[src/rtl/logic_gate_pipe.sv]
// Bitwise logic unit (AND/NAND/OR/NOR/XOR/XNOR/NOT/PASS) with a DEPTH-entry
// result FIFO and a valid/ready handshake on both sides.

module logic_gate_lane (
    input  logic       a,
    input  logic       b,
    input  logic [2:0] op,
    output logic       y
);
    always_comb begin
        y = 1'b0;
        case (op)
            3'd0: y = a & b;
            3'd1: y = ~(a & b);
            3'd2: y = a | b;
            3'd3: y = ~(a | b);
            3'd4: y = a ^ b;
            3'd5: y = ~(a ^ b);
            3'd6: y = ~a;
            3'd7: y = a;
            default: y = 1'b0;
        endcase
    end
endmodule

module logic_gate_pipe #(
    parameter int WIDTH = 8,
    parameter int DEPTH = 2
) (
    input  logic             clk,
    input  logic             rst,
    input  logic             in_valid,
    output logic             in_ready,
    input  logic [WIDTH-1:0] a,
    input  logic [WIDTH-1:0] b,
    input  logic [2:0]       op,
    output logic             out_valid,
    input  logic             out_ready,
    output logic [WIDTH-1:0] y,
    output logic             y_all1,
    output logic             y_zero
);
    localparam int PTR_W = $clog2(DEPTH);
    localparam int CNT_W = $clog2(DEPTH + 1);
    localparam logic [CNT_W-1:0] CNT_FULL = CNT_W'(DEPTH);
    localparam logic [CNT_W-1:0] CNT_ONE  = CNT_W'(1);

    typedef struct packed {
        logic [WIDTH-1:0] y;
        logic             all1;
        logic             zero;
    } res_t;

    logic [WIDTH-1:0] y_new;
    res_t             new_res;
    res_t             mem [DEPTH];
    res_t             head_q;
    logic [PTR_W-1:0] rd_ptr, wr_ptr, rd_nxt;
    logic [CNT_W-1:0] count;
    logic             accept, consume;

    for (genvar i = 0; i < WIDTH; i++) begin : g_lane
        logic_gate_lane u_lane (.a(a[i]), .b(b[i]), .op(op), .y(y_new[i]));
    end

    assign new_res   = '{y: y_new, all1: &y_new, zero: ~|y_new};
    assign in_ready  = (count != CNT_FULL);
    assign out_valid = (count != '0);
    assign accept    = in_valid & in_ready;
    assign consume   = out_valid & out_ready;
    assign rd_nxt    = rd_ptr + PTR_W'(1);

    assign y      = head_q.y;
    assign y_all1 = head_q.all1;
    assign y_zero = head_q.zero;

    always_ff @(posedge clk) begin
        if (accept) mem[wr_ptr] <= new_res;
    end

    // head_q mirrors mem[rd_ptr] one cycle early so outputs have a defined
    // reset value without resetting the storage array; when the next head is
    // the entry being written this edge, it is taken straight from new_res.
    always_ff @(posedge clk or posedge rst) begin
        if (rst) begin
            count  <= '0;
            rd_ptr <= '0;
            wr_ptr <= '0;
            head_q <= '{y: '0, all1: 1'b0, zero: 1'b1};
        end else begin
            if (accept) wr_ptr <= wr_ptr + PTR_W'(1);
            if (consume) rd_ptr <= rd_nxt;
            case ({accept, consume})
                2'b10:   count <= count + CNT_ONE;
                2'b01:   count <= count - CNT_ONE;
                default: count <= count;
            endcase
            if (consume) begin
                if (count == CNT_ONE) begin
                    if (accept) head_q <= new_res;
                end else begin
                    head_q <= mem[rd_nxt];
                end
            end else if (count == '0 && accept) begin
                head_q <= new_res;
            end
        end
    end
endmodule

[config.mk]
export PLATFORM = sky130hd
export DESIGN_NAME = logic_gate_pipe
export DESIGN_NICKNAME = d
export VERILOG_FILES = /design/src/rtl/logic_gate_pipe.sv
export SDC_FILE = /design/constraint.sdc
export NUM_CORES = 1
export LEC_CHECK = 0
export ABC_CLOCK_PERIOD_IN_PS = 2800
export CAP_MARGIN = 40
export CORE_ASPECT_RATIO = 1.4
export CORE_MARGIN = 3
export CORE_UTILIZATION = 54
export DETAILED_ROUTE_END_ITERATION = 12
export PLACE_DENSITY = 0.79
export SLEW_MARGIN = 25
export SYNTH_ARGS = -nofsm -noshare
export SYNTH_HDL_FRONTEND = slang
export SYNTH_SLANG_ARGS = --single-unit
[constraint.sdc]
create_clock -name clk -period 2.8 [get_ports clk]
set_input_delay 0.28 -clock clk [delete_from_list [all_inputs] [get_ports clk]]
set_output_delay 0.28 -clock clk [all_outputs]
set_load 0.02 [all_outputs]
==> flow_summary_export.csv <==
group,metric,value,unit
worst_setup_path,timing.critical_path.required,3.03,ns
sta,slew_violations,0,
worst_setup_path,crit_chain,"clkdlybuf4s50_1 -> inv_1 -> ha_1 -> inv_2 -> mux4_2 -> nor4_1 -> mux2i_1 -> nor4_2 -> a221o_1",
yosys,synth_top_family_by_area,"adder cells",
worst_setup_path,critPathSlowestCell,"clkdlybuf4s50_1",
sta,period_share,0.9036,
worst_setup_path,slowest_delay,0.51,ns
placed_design,gp_congestion,0.7554,
route,wirelength,3.742,mm
route,viasPerCell,5.349,
yosys,synth_area_leader_cell,"edfxtp_1",
clocking,cts_resized,0,
placed_design,dp_hpwl,2.959,mm
clocking,cts.reportedPaths.clkPinSlew,0.07,ns
clocking,hold_buffers,0,
yosys,yosys.area_share.simple,0.1052,
die,die-area,0.004960,sq mm
placed_design,dpl_cell_area,0.002624,sq mm
clocking,cts_tree,"yes",
yosys,ys_top_cells_by_count,"inv_1, nand2_1, edfxtp_1, ha_1, o21ai_1",
die,pin_count,35,
power,peakVddDrop,1.022,mV
yosys,netlist_area,0.002236,sq mm
die,die_width,60.39,um
sta,finClkSkew,0.008679,ns
worst_setup_path,start_kind,"primary input",
yosys,seq_area_frac_synth,0.4259,
global_route,overflow,0,
sta,tightestPinTransition,0.6362,ns
yosys,ys_types,40,
clocking,h-tree-depth,2,
job,cap_violations,0,
sta,hold_viol,0,
yosys,syn_nets,253,
route,via_count,1562,
yosys,synth_top_flop_cell,"edfxtp_1",
placed_design,port-buffer-count,34,
die,die_h,82.14,um
sta,min_period,2.530,ns
sta,max_slew_margin,0.5759,
yosys,synth_fa_ha_area_frac,0.1119,
global_route,grt_first_pass_wirelength,6.375,mm
sta,hold_ws,0.3271,ns
power,power_leakage,1.217,nW
worst_setup_path,path_max_fanout,3,
yosys,synth_async_sr_flop_share,0.4118,
sta,setup_violations,0,
placed_design,post-place-cells,284,
power,powerDensity,813.9,mW/mm^2
yosys,synth_seq_cells,34,
layout,n_antenna_cell,0,
run_status,status,"finished, final reports clean",
layout,num-nets-final,291,
sta,grt_setup_unrepaired,"false",
yosys,synth.area.top_cells,"edfxtp_1, dfrtp_1, ha_1, mux2i_1, inv_1",
global_route,antenna_found_initial,0,
layout,drive_above_1_share,0.1285,
yosys,synth-compound-area-share,0.1052,
global_route,grt_pass1_vias,1505,
die,core,0.003953,sq mm
yosys,synth_edf_count,20,
route,drt_first_pass_iters,4,
layout,final_cells,292,
clocking,clock-root-buffer,"clkbuf_8",
yosys,synthXorXnorAreaFrac,0.05876,
layout,final_area,0.002733,sq mm
layout,area_delta_synth_final,22.22,%
clocking,cts_sinks,34,
global_route,grt_usage,0.1700,
yosys,synthMuxAreaShare,0.09457,
yosys,syn_area_per_cell,10.65,sq um
power,p_total,2.224,mW
worst_setup_path,arrival,2.76,ns
global_route,grt_max_degree,20,
route,drc,0,
route,drt_iter0_drc,35,
yosys,synth_top_area_frac,0.2686,
worst_setup_path,critical_path_class,"primary input to register",
clocking,clk_latency,0.29,ns
sta,fmax,395.3,MHz
yosys,synthCells,210,
route,ant_nets,0,
route,wl_per_cell,12.82,um
die,start_util,0.5657,
die,rows,27,
worst_setup_path,crit_path_end_kind,"register",
layout,fillers,316,
clocking,cts_buffers,5,
clocking,cts_max_path_buffers,2,
yosys,yosysWarnings,0,
yosys,yosysMostFrequentCell,"inv_1",
clocking,cts_setup_buffers,0,
min_path,min_path_type,"primary input to asynchronous set/reset pin",
## worst max-delay path, delay by kind of cell
family / cells / cell delay, ns
and+or+nand+nor: 2 / 0.76
muxes: 2 / 0.66
buffers and inverters: 3 / 0.60
adders and majority gates: 1 / 0.28
AOI/OAI and AO/OA: 1 / 0.19
## area by class of cell
| type | count | area (sq um) | area share |
|---|---|---|---|
| Sequential cell | 34 | 952.2 | 0.3484 |
| Inverter | 34 | 168.9 | 0.06181 |
| Clock buffer | 5 | 68.82 | 0.02518 |
| Multi-Input combinational cell | 133 | 1064 | 0.3892 |
| Clock inverter | 3 | 40.04 | 0.01465 |
| Timing Repair Buffer | 40 | 385.4 | 0.1410 |
| Tap cell | 43 | 53.80 | 0.01969 |
## placed cells by master, fill, tap and decap left out, types with 2 or more instances in the layout
master / synthesis / routed
xnor2_1: 10 / 10
clkdlybuf4s50_1: 0 / 34
dfrtp_1: 13 / 13
nor2_1: 8 / 8
nor2b_1: 4 / 4
a221oi_1: 3 / 3
inv_2: 5 / 5
clkinv_2: 0 / 2
a21oi_1: 3 / 3
mux2i_1: 11 / 11
mux4_2: 4 / 4
ha_1: 20 / 20
buf_4: 0 / 6
nand2_1: 22 / 22
edfxtp_1: 20 / 20
inv_1: 26 / 26
xor2_1: 5 / 5
nor3_1: 3 / 3
and4_4: 2 / 2
clkbuf_8: 0 / 5
o21ai_1: 15 / 15
o21ai_0: 5 / 5
bufinv_8: 3 / 3
a221o_1: 3 / 3
## routing by layer
metal / vias to the layer above / global-route usage / wire [um]
met5: - / 0 / 0
met4: 0 / 0.08426 / 48
met3: 4 / 0.02799 / 136
met2: 38 / 0.3041 / 1965
met1: 721 / 0.1904 / 1591
li1: 799 / - / -
## power by group
part	switching (mW)	internal [mW]
logic	0.497	0.449
registers	0.110	0.731
clock network	0.175	0.262
## registers in the layout, indices dropped and copies added (netlist names)
name    count
y_zero      1
wr_ptr      1
mem        20
y           8
rd_ptr      1
y_all1      1
count       2
## cells by family (layout without fill, tap and decap cells)
group,Yosys count,count (layout)
flops,34,34
mux,16,16
simple gates,46,46
fa+ha+maj,20,20
xor+xnor,15,15
buf+inv,43,82
compound gates,36,36
## path summary, 6_finish.rpt
check	from	endpoint	slack, ns	depth (start not counted)
worst min-delay path	rst	y[2]	0.33	2
min in group clk	y[0]	y[0]	0.48	2
max in group asynchronous	rst	y_zero	2.10	2
worst min register to register	y[0]	y[0]	0.48	2
worst max register to register	count[0]	y_all1	0.49	9
worst max-delay path	a[7]	y_zero	0.27	9
## stage by stage
stage,setup slack [ns],setup TNS [ns],utilization
floorplan,0.6248,0,-
global placement,0.04937,0,0.6638
detailed placement,-0.02017,-0.02564,0.6638
CTS,0.2702,0,0.6914
global route,0.1951,0,0.6914
finish,0.2700,0,0.6914
Power figures use the tool's default switching activity.
